## src/rtl/alu_module.sv

```systemverilog
// Registered two-operand ALU (AND/OR/ADD/SUB) with a (word_length+1)-bit result and zero flag.
// The result MSB carries the add carry-out or the subtract borrow.
module alu_module #(
  parameter int word_length = 8
) (
  input  logic                   clk,
  input  logic                   rst,
  input  logic [word_length-1:0] A,
  input  logic [word_length-1:0] B,
  input  logic [1:0]             ALU_control,
  output logic [word_length:0]   C,
  output logic                   zero_flag
);

  typedef enum logic [1:0] {
    OP_AND = 2'b00,
    OP_OR  = 2'b01,
    OP_ADD = 2'b10,
    OP_SUB = 2'b11
  } alu_op_e;

  logic [word_length:0] c_next;

  always_comb begin
    // NOTE: default assignment first so no path through the case leaves c_next unassigned (no latch).
    c_next = '0;
    case (alu_op_e'(ALU_control))
      OP_OR:   c_next = {1'b0, A | B};
      OP_ADD:  c_next = {1'b0, A} + {1'b0, B};
      // Zero-extended subtract wraps mod 2^(N+1), so the MSB is set exactly when A < B.
      OP_SUB:  c_next = {1'b0, A} - {1'b0, B};
      default: c_next = {1'b0, A & B};
    endcase
  end

  always_ff @(posedge clk or posedge rst) begin
    // NOTE: non-blocking assignments for all registered state so every flop samples pre-edge values.
    if (rst) begin
      C         <= '0;
      zero_flag <= 1'b1;
    end else begin
      C         <= c_next;
      zero_flag <= (c_next == '0);
    end
  end

endmodule

```

## config.mk

```make
export PLATFORM = sky130hd
export DESIGN_NAME = alu_module
export DESIGN_NICKNAME = d
export VERILOG_FILES = /design/src/rtl/alu_module.sv
export SDC_FILE = /design/constraint.sdc
export NUM_CORES = 1
export LEC_CHECK = 0
export ABC_CLOCK_PERIOD_IN_PS = 800
export CAP_MARGIN = 20
export CORE_MARGIN = 1
export CORE_UTILIZATION = 42
export DETAILED_ROUTE_END_ITERATION = 16
export GPL_TIMING_DRIVEN = 1
export PLACE_DENSITY = 0.84
export SYNTH_ARGS = -nofsm -noshare
export SYNTH_HDL_FRONTEND = slang
export SYNTH_SLANG_ARGS = --single-unit
```

## constraint.sdc

```tcl
create_clock -name clk -period 0.8 [get_ports clk]
set_input_delay 0.12 -clock clk [delete_from_list [all_inputs] [get_ports clk]]
set_output_delay 0.12 -clock clk [all_outputs]
set_load 0.01 [all_outputs]
```

Yosys cells after proc, flatten, opt, wreduce, memory -nomap -nowiden
Cells that the tools add are included.
{"block": "totals", "register_bits": 10, "latchBits": 0, "ramBits": 0, "mem_bits_ro": 0, "input_bits": 20, "memories": 0}
{"block": "op_classes", "add_sub_neg": 2, "multipliers": 0, "div": 0, "n_lt_le_gt_ge": 0, "n_eq_ne": 3, "shifts": 0, "muxes": 1, "bitwise_logic": 2, "n_reduce_logical": 1}
{"cell": "one-hot mux 9 bit (3 select lines)", "count": 1}
{"cell": "adder 8 x 8 -> 9 bit", "count": 1}
{"cell": "zero test 9 bit", "count": 1}
{"cell": "subtractor 8 x 8 -> 9 bit", "count": 1}
{"cell": "bitwise AND 8 bit", "count": 1}
{"cell": "OR 8 bit", "count": 1}
{"cell": "== test 2 bit (second input constant)", "count": 2}
{"cell": "== test 2 x 1 -> 1 bit (second input constant)", "count": 1}

Logic depth before layout (Yosys ltp)
Gate-level depths: netlist (run 1).
{"block": "logic_depth", "word_depth": 3, "mapped_depth": 12, "ltp_nobuf": 12}

Worst setup path before layout (run 1)
Ideal clock, no wire load.
{"block": "synth_path", "kind": "input-to-reg", "from": "input ALU_control[0]", "to": "register zero_flag", "t_arrival_ns": 2.216, "t_required_ns": 0.711, "path_slack_ns": -1.506, "cell_stages": 11, "cell_sequence": "clkbuf_1 nand2_1 o21ai_1 inv_1 ha_1 nor2b_4 o21a_1 or3_1 a31o_1 nand4bb_1 nor4b_2"}
{"block": "synth_via", "elab_chain_len": 3, "elab_cells_between_ends": 5, "classes_between": "eq/ne: 3; mux: 1; reduce/logical: 1"}
{"item": "start: declaration", "line": "10", "source": "input logic [1:0] ALU_control,"}
{"item": "== test 2 bit / == test 2 x 1 -> 1 bit (equally long branches)", "line": "27", "source": "case (alu_op_e'(ALU_control))"}
{"item": "one-hot mux 9 bit (3 select lines) *", "line": "27"}
{"item": "named net c_next[3]", "line": "22", "source": "logic [word_length:0] c_next;"}
{"item": "zero test 9 bit *", "line": "43", "source": "zero_flag <= (c_next == '0);"}
{"item": "end signal: assignment", "line": "43"}
{"item": "end: declaration", "line": "12", "source": "output logic zero_flag"}
The timed path passes the listed nets; every way through them passes the cells marked *.

Final worst setup path (run 1)
{"block": "layout_path", "from": "input B[0]", "to": "register zero_flag"}
{"block": "layout_via", "elab_chain_len": 3, "elab_cells_between_ends": 6, "classes_between": "add/sub: 2; mux: 1; bitwise: 2; reduce/logical: 1"}
{"item": "start: declaration", "line": "9", "source": "input logic [word_length-1:0] B,"}
{"item": "subtractor 8 x 8 -> 9 bit, or another cell as far along", "line": "31", "source": "OP_SUB: c_next = {1'b0, A} - {1'b0, B};"}
{"item": "one-hot mux 9 bit (3 select lines) *", "line": "27"}
{"item": "zero test 9 bit *", "line": "43"}
Every way passes the cells marked *; elsewhere a longest branch is shown, timed or not.

==> results of run 1 <==
[state kept, by name, indices dropped and copies added (netlist names)]
| register | count |
|---|---|
| C | 9 |
| zero_flag | 1 |
[cell type report]
type | instances | area [um^2]
Clock buffer | 4 | 36.3
Tap cell | 28 | 35.0
Inverter | 8 | 47.5
Multi-Input combinational cell | 100 | 1140
Fill cell | 54 | 113
Timing Repair Buffer | 79 | 654
Sequential cell | 10 | 251
[through the flow]
stage	total power, uW	hold slack [ns]	cells	util	setup WS [ns]
after floorplan	1360	-0.0405	120	-	-1.26
final	3210	0.181	229	0.951	-1.43
after global placement	1950	0.437	213	0.766	-1.99
after detailed placement	2000	0.441	213	0.766	-2.08
after CTS	2560	0.162	222	0.828	-1.18
after global routing	3280	0.236	229	0.951	-1.55
[what timing repair did]
action	4_1_cts	5_1_grt
pin swaps	27	26
buffers inserted	7	7
resized for setup	116	39
endpoints found under the setup margin	20	20
[where the power goes]
part | total [uW] | internal, uW | switching, uW
sequential | 616 | 584 | 31.8
combinational | 2080 | 1030 | 1060
clock | 507 | 278 | 230
[routing by layer]
layer,up-vias,part of all wire,global-route usage
li1,606,-,-
met1,686,0.32,0.314
met2,166,0.45,0.600
met3,67,0.12,0.0409
met4,0,0.11,0.239
met5,-,0,0
[cell usage after synthesis (2+ instances only)]
cell | count | area share
sky130_fd_sc_hd__o21a_1 | 2 | 0.014
sky130_fd_sc_hd__o21ai_1 | 7 | 0.034
sky130_fd_sc_hd__dfrtp_1 | 9 | 0.22
sky130_fd_sc_hd__o21ai_0 | 4 | 0.019
sky130_fd_sc_hd__maj3_1 | 4 | 0.039
sky130_fd_sc_hd__a31oi_1 | 2 | 0.012
sky130_fd_sc_hd__o22ai_1 | 2 | 0.012
sky130_fd_sc_hd__ha_1 | 11 | 0.13
sky130_fd_sc_hd__xnor2_1 | 8 | 0.067
sky130_fd_sc_hd__nor3_1 | 4 | 0.019
sky130_fd_sc_hd__xor2_1 | 3 | 0.025
sky130_fd_sc_hd__inv_1 | 8 | 0.029
sky130_fd_sc_hd__nor2_1 | 8 | 0.029
sky130_fd_sc_hd__nand2_1 | 8 | 0.029
sky130_fd_sc_hd__nand2b_1 | 4 | 0.024
sky130_fd_sc_hd__a21oi_1 | 8 | 0.039
sky130_fd_sc_hd__and2_1 | 2 | 0.012
sky130_fd_sc_hd__o31ai_1 | 2 | 0.014
sky130_fd_sc_hd__a211oi_1 | 2 | 0.014
[cells by family (layout without fill, tap and decap cells)]
| group | Yosys count | in the layout | share of synthesized area |
|---|---|---|---|
| fa+ha+maj | 16 | 16 | 0.190 |
| buf+inv | 10 | 91 | 0.0373 |
| simple gates | 36 | 36 | 0.214 |
| xor+xnor | 11 | 11 | 0.0927 |
| mux | 1 | 1 | 0.00963 |
| flops | 10 | 10 | 0.242 |
| compound gates | 36 | 36 | 0.214 |
[how the worst max path moves through the flow]
stage               start             endpoint  slack [ns]  cells past startpoint
finish               B[0]  zero_flag$_DFF_PP1_       -1.43                     11
global route         B[0]  zero_flag$_DFF_PP1_       -1.55                     11
CTS                  B[1]  zero_flag$_DFF_PP1_       -1.18                     13
detailed placement   B[1]  zero_flag$_DFF_PP1_       -2.08                     13
global placement     B[1]  zero_flag$_DFF_PP1_       -1.99                     13
floorplan            B[1]  zero_flag$_DFF_PP1_       -1.26                     12
==> flow_summary.toml, run 1 <==
[synthesis]
synthCells = 120
synth_cell_types = 41
synth-seq-cells = 10
synth_nets = 152
synth_sequential_area_ratio = 0.242
synth_ff_type = "sky130_fd_sc_hd__dfrtp_1"
synth_enable_flop_cells = 0
synth.avg_cell_area_um2 = 8.66
yosys_warnings = 0
netlist_area_mm2 = 0.00104
postSynth.asyncResetShare = 1.00

[placed_design]
port_buffers = 29
dpl-instance-area_mm2 = 0.00174
place.gp.congestion = 0.848
dpl.hpwl_um = 2420

[min_path]
min-delay-path-class = "input pin to asynchronous set/reset pin"

[final_layout]
post_route_cells_drive_above_1_share = 0.642
mostFrequentLayoutCell = "sky130_fd_sc_hd__buf_4"
antenna_cells = 0
syn_to_final_growth_pct = 108
most_used_cells_in_the_layout_excluding_fill_and_tap_cells = "sky130_fd_sc_hd__buf_4, sky130_fd_sc_hd__buf_2, sky130_fd_sc_hd__dfrtp_1, sky130_fd_sc_hd__buf_6"
final_area_mm2 = 0.00216
final_net_count = 234

[run_status]
outcome = "finished with violations"
violated_checks = "negative setup slack"

[routing]
drt-vias-per-instance = 6.66
detail_route.iter0.violations = 103
routedWlPerCell_um = 26.0
drt-pass1-iter-count = 5
detail_route.wirelength_um = 5960
drt.antenna.violating_nets = 0
remaining_routing_drc_violations = 0
route.vias.total = 1525

[global_route]
grt_max_degree = 15
grt_pass1_wl_um = 6080
global_route.overflow_total = 0
antenna_violations_before_repair = 0
vias_in_the_first_global_route = 1372
global_route.usage.total = 0.319

[worst_setup_path]
critical_path_class = "input pin to register"
worst-endpoint-arrival_ns = 2.42
path_delay_family = "compound AO/OA/AOI/OAI gates"
cp_cell_sequence = "buf_8, buf_6, o31ai_4, xor2_2, ha_4, o21ai_2, a21oi_4, and3b_2, o21ai_1, nand4bb_4, nor4b_4"
cpMaxStageDelayCell = "sky130_fd_sc_hd__o31ai_4"
worst-path-max-fanout = 6
setup.worst_path.start_class = "input pin"
critical_path.max_stage_delay_ns = 0.33
cp.buffers_inverters = 2
critPathCaptureType = "register"
cp_data_required_time_ns = 1.00

[clock_tree]
clk_root_buffer_cell = "sky130_fd_sc_hd__clkbuf_4"
cts_num_sinks = 10
clockBufferDepth = 2
cts-htree-levels = 1
clkSlewWorstSetupHoldPaths_ns = 0.08
hold_buffers = 0
cts_inserted_buffers = 3
tritoncts = "built"

[timing]
final.period_utilization = 2.78
timing.final.max_slew_violations = 0
setup_tns_after_final_layout_ns = -10.73
post-route-worst-setup-slack_ns = -1.43
slew-limit-headroom = 0.564
timing_hold_violations_final = 0
setup_viol = 20
timing.fmax_ghz = 0.449
rsz0062_at_grt = "true"
post_layout_minimum_cycle_time_ns = 2.23
worst_pin_slew_ns = 0.646

[floorplanning]
std_cell_rows = 17
x_dimension_of_the_die_um = 51.8
die-area_mm2 = 0.00268
chipHeight_um = 51.8
ios = 30
start_util = 0.457
placeableCoreArea_mm2 = 0.00228

[pwr]
cellPowerDensity_mw_per_mm2 = 1480
max-vdd-ir-drop_uv = 1190
p_leak_uw = 0.000922

[job]
max_cap_violations = 0
No activity file was read; power rests on OpenSTA's default activity.
==> run 2, diff against run 1 <==
Settings changed: MAX_ROUTING_LAYER set to met4.
==> run 2 against run 1 <==
The run still ends with negative setup slack left. Clock power about the same. Largest cell class unchanged. Cell count unchanged. Critical endpoint unchanged. Sequential share of layout area increased by 0.14 points. Power decreased by 2.9%. Wire length decreased by 13%.
==> flow_summary.toml, run 2 (synthesis results as in run 1) <==
[global_route]
antenna_violations_before_repair = 0
grt_use_met3 = 0.0409
grt_max_degree = 15
grt_util_met2 = 0.600
grt_pass1_wl_um = 6070
global_route.overflow_total = 0
met1_usage = 0.311
vias_in_the_first_global_route = 1371
global_route.usage.total = 0.327
top_usage_layer = "met2"

[worst_setup_path]
endpoint = "zero_flag$_DFF_PP1_"
setup.worst_path.start_class = "input pin"
worst-endpoint-arrival_ns = 2.41
critPathLaunch = "B[0]"
critical_path_class = "input pin to register"
worst-path-max-fanout = 2
critPathCaptureType = "register"
cp_data_required_time_ns = 1.00

[clock_tree]
cts_num_sinks = 10
cts_inserted_buffers = 3
clkSlewWorstSetupHoldPaths_ns = 0.09
clockBufferDepth = 2
cts-htree-levels = 1
tritoncts = "built"
clk_root_buffer_cell = "sky130_fd_sc_hd__clkbuf_4"

[routing]
drt-vias-per-instance = 6.20
route.vias.total = 1420
drt-pass1-iter-count = 4
detail_route.wirelength_um = 5210
detail_route.iter0.violations = 80
drt.antenna.violating_nets = 0
routedWlPerCell_um = 22.8
remaining_routing_drc_violations = 0

[min_path]
min-delay-path-class = "input pin to asynchronous set/reset pin"

[final_layout]
post_route_cells_drive_above_1_share = 0.642
largest_register_ff_count = 9
final.fill_count = 64
most_used_cells_in_the_layout_excluding_fill_and_tap_cells = "sky130_fd_sc_hd__buf_4, sky130_fd_sc_hd__buf_2, sky130_fd_sc_hd__dfrtp_1"
mostFrequentLayoutCell = "sky130_fd_sc_hd__buf_4"
biggest_regs = "C x9, zero_flag x1"
syn_to_final_growth_pct = 106
top_register_by_number_of_flip_flops = "C"
final_net_count = 234
antenna_cells = 0
final_area_mm2 = 0.00214

[pwr]
finalPower_uw = 3110
max-vdd-ir-drop_uv = 1520
p_leak_uw = 0.000920
cellPowerDensity_mw_per_mm2 = 1460

[job]
max_cap_violations = 0

[timing]
timing.final.max_slew_violations = 0
slew-limit-headroom = 0.585
final.period_utilization = 2.76
timing.fmax_ghz = 0.453
post_layout_minimum_cycle_time_ns = 2.21
timing_hold_violations_final = 0
setup_viol = 20
worst_pin_slew_ns = 0.616
rsz0062_at_grt = "true"
post-route-worst-setup-slack_ns = -1.41
setup_tns_after_final_layout_ns = -10.05

[floorplanning]
start_util = 0.457
ios = 30
x_dimension_of_the_die_um = 51.8
std_cell_rows = 17
placeableCoreArea_mm2 = 0.00228
chipHeight_um = 51.8
die-area_mm2 = 0.00268

[placed_design]
port_buffers = 29
place.gp.congestion = 0.861
dpl.hpwl_um = 2420
dpl-instance-area_mm2 = 0.00174
dp_worst_setup_slack_ns = -2.08

[run_status]
outcome = "finished with violations"
violated_checks = "negative setup slack"
[run 2: cell counts in the layout (fill, tap and decap cells not counted)]
Identical to the previous run, type by type.
[run 2: layer usage]
layer	routed length, um	share of wire	vias to the layer above
li1	-	-	598
met3	400	0.077	43
met1	1900	0.36	655
met5	0	0	-
met2	2550	0.49	124
met4	361	0.069	0
[run 2: final cells by class]
cell class / instances / area [um^2] / area share
multi-input cells: 100 / 1110 / 0.520
repair buffers: 79 / 656 / 0.307
flip-flops and latches: 10 / 251 / 0.118
inverters: 8 / 47.5 / 0.0222
clock buffers: 4 / 36.3 / 0.0170
well taps: 28 / 35.0 / 0.0164
[run 2: power breakdown]
| group | internal (uW) | leakage (uW) | switching [uW] | total, uW |
|---|---|---|---|---|
| Sequential | 585 | 0.000117 | 32.9 | 618 |
| Combinational | 1020 | 0.000782 | 969 | 1990 |
| Clock | 278 | 0.0000210 | 231 | 509 |
| Total | 1880 | 0.000920 | 1230 | 3110 |
[run 2: how the worst min path moves through the flow]
stage,end,startpoint,cells past startpoint,slack (ns)
2_1_floorplan,C[0]$_DFF_PP0_,rst,1,-0.04
3_3_place_gp,C[5]$_DFF_PP0_,rst,3,0.44
3_5_place_dp,C[5]$_DFF_PP0_,rst,3,0.44
4_1_cts,C[5]$_DFF_PP0_,rst,3,0.16
5_1_grt,C[2]$_DFF_PP0_,rst,3,0.25
6_report,C[2]$_DFF_PP0_,rst,3,0.22
[run 2: what timing repair did]
| action | 4_1_cts | 5_1_grt |
|---|---|---|
| setup endpoints to repair | 20 | 20 |
| setup buffers | 7 | 7 |
| endpoints found under the hold margin | 0 | 0 |
| gates resized for setup | 116 | 36 |
| pin swaps | 27 | 26 |
| hold buffers | 0 | 0 |
[run 2: critical path, cell delays in order]
cell and delay [ns]:
sky130_fd_sc_hd__buf_8 0.08, sky130_fd_sc_hd__inv_6 0.03, sky130_fd_sc_hd__ha_4 0.27, sky130_fd_sc_hd__nand2_4 0.05, sky130_fd_sc_hd__o21ai_4 0.07, sky130_fd_sc_hd__inv_2 0.08, sky130_fd_sc_hd__ha_4 0.22, sky130_fd_sc_hd__nor2b_4 0.13
sky130_fd_sc_hd__o21a_1 0.22, sky130_fd_sc_hd__or3_1 0.38, sky130_fd_sc_hd__a31o_1 0.25, sky130_fd_sc_hd__nand4bb_4 0.21, sky130_fd_sc_hd__nor4b_4 0.30
[run 2: metrics by stage]
step                utilization  std cells  hold WS, ns
global placement          0.766        213        0.437
global route              0.940        229        0.247
detailed placement        0.766        213        0.441
finish                    0.940        229        0.224
CTS                       0.828        222        0.162
floorplan                     -        120      -0.0405
==> run 3, diff against run 2 <==
Settings changed: CORE_ASPECT_RATIO set to 0.9, SKIP_LAST_GASP set to 1.
==> run 3 against run 2 <==
The flow still finishes with violations (negative setup slack). Via count rose by 0.49%. Wire length fell by 3.2%. Global-route usage rose by 0.93 points. Setup slack improved by 0.024 ns. Critical endpoint unchanged. Largest cell class unchanged.
==> flow_summary.toml, run 3 (synthesis results as in run 1) <==
[routing]
detail_route.wirelength_um = 5050
drt-vias-per-instance = 6.10
remaining_routing_drc_violations = 0
detail_route.iter0.violations = 57
route.vias.total = 1427
drt.antenna.violating_nets = 0
routedWlPerCell_um = 21.6
drt-pass1-iter-count = 4

[placed_design]
dpl.hpwl_um = 2640
dpl-instance-area_mm2 = 0.00174
port_buffers = 29
dp_worst_setup_slack_ns = -2.09
placed_cells_incl_taps = 211
place.gp.congestion = 0.873

[floorplanning]
ios = 30
std_cell_rows = 16
start_util = 0.460
die-area_mm2 = 0.00268
chipHeight_um = 49.2
x_dimension_of_the_die_um = 54.4
placeableCoreArea_mm2 = 0.00226

[global_route]
vias_in_the_first_global_route = 1394
grt_max_degree = 15
global_route.usage.total = 0.336
grt_pass1_wl_um = 6280
global_route.overflow_total = 0
antenna_violations_before_repair = 0

[clock_tree]
cts_num_sinks = 10
clockBufferDepth = 2
clk_root_buffer_cell = "sky130_fd_sc_hd__clkbuf_4"
cts_inserted_buffers = 3
cts-htree-levels = 1
hold_buffers = 0
clkSlewWorstSetupHoldPaths_ns = 0.06
tritoncts = "built"

[worst_setup_path]
worst-path-max-fanout = 5
setup.worst_path.start_class = "input pin"
critPathLaunch = "B[2]"
worst-endpoint-arrival_ns = 2.37
endpoint = "zero_flag$_DFF_PP1_"
cp_data_required_time_ns = 0.99
critPathCaptureType = "register"
critical_path_class = "input pin to register"

[final_layout]
largest_register_ff_count = 9
final_net_count = 240
final_area_mm2 = 0.00211
antenna_cells = 0
top_register_by_number_of_flip_flops = "C"
final_util = 0.934
syn_to_final_growth_pct = 103
mostFrequentLayoutCell = "sky130_fd_sc_hd__buf_4"
most_used_cells_in_the_layout_excluding_fill_and_tap_cells = "sky130_fd_sc_hd__buf_4, sky130_fd_sc_hd__buf_6, sky130_fd_sc_hd__dfrtp_1, sky130_fd_sc_hd__clkdlybuf4s50_1, sky130_fd_sc_hd__buf_2"
post_route_cells_drive_above_1_share = 0.594
biggest_regs = "C x9, zero_flag x1"
final_cells = 234

[run_status]
violated_checks = "negative setup slack"
outcome = "finished with violations"

[timing]
timing.final.max_slew_violations = 0
slew-limit-headroom = 0.622
timing.fmax_ghz = 0.458
timing_hold_violations_final = 0
worst_pin_slew_ns = 0.563
post-route-worst-setup-slack_ns = -1.39
final.period_utilization = 2.73
post_layout_minimum_cycle_time_ns = 2.19
setup_viol = 20
rsz0062_at_grt = "true"

[pwr]
max-vdd-ir-drop_uv = 1580
p_leak_uw = 0.000931
cellPowerDensity_mw_per_mm2 = 1410

[min_path]
min-delay-path-class = "input pin to asynchronous set/reset pin"

[job]
max_cap_violations = 0
run 3: changes by cell type in the layout (fill, tap and decap cells not counted), sizes merged:
| cell | previous run | this run |
|---|---|---|
| clkdlybuf4s50 | 8 | 9 |
| buf | 67 | 72 |
run 3: what timing repair did:
item,CTS,global route
setup endpoints to repair,20,20
endpoints found under the hold margin,0,0
buffers inserted,12,8
gates cloned,0,0
resized for setup,110,24
pin swaps,28,19
run 3: worst min-delay path by stage:
stage,from,to,depth (start not counted)
global placement,rst,C[4]$_DFF_PP0_,2
floorplan,rst,C[0]$_DFF_PP0_,1
global route,rst,C[3]$_DFF_PP0_,2
CTS,rst,C[3]$_DFF_PP0_,2
finish,rst,C[3]$_DFF_PP0_,2
detailed placement,rst,C[3]$_DFF_PP0_,2
run 3: report_power, final:
part / internal, uW / switching [uW]
Sequential: 585 / 26.1
Clock: 194 / 188
Combinational: 1020 / 975
run 3: routing by layer:
layer | wire length, um | track usage
met5 | 0 | -
met4 | 275 | 0.171
met3 | 434 | 0.0436
met2 | 2390 | 0.585
met1 | 1940 | 0.354
run 3: worst max-delay path, stage by stage:
cell,delay (ns)
sky130_fd_sc_hd__buf_8,0.10
sky130_fd_sc_hd__buf_4,0.14
sky130_fd_sc_hd__nor2_4,0.09
sky130_fd_sc_hd__nand3_1,0.12
sky130_fd_sc_hd__o21ai_1,0.17
sky130_fd_sc_hd__xor2_1,0.20
sky130_fd_sc_hd__ha_1,0.34
sky130_fd_sc_hd__o211ai_1,0.28
sky130_fd_sc_hd__nand2_1,0.11
sky130_fd_sc_hd__o22ai_2,0.17
sky130_fd_sc_hd__xnor2_1,0.17
sky130_fd_sc_hd__nor2_1,0.10
sky130_fd_sc_hd__nor4b_2,0.26
run 3: cell type report:
class / count / area, um^2
clock buffer: 4 / 26.3
fill: 64 / 149
inverter: 8 / 47.5
multi-input combinational: 100 / 1050
sequential: 10 / 251
tap: 27 / 33.8
timing repair buffer: 85 / 707
run 3: metrics by stage:
stage	TNS [ns]	power (uW)	hold slack [ns]
after floorplan	-7.37	1360	-0.0405
after global placement	-16.83	1930	0.318
after detailed placement	-17.58	2000	0.319
after CTS	-9.00	2540	0.0391
after global routing	-11.29	3120	0.0422
final	-10.57	2990	0.0311
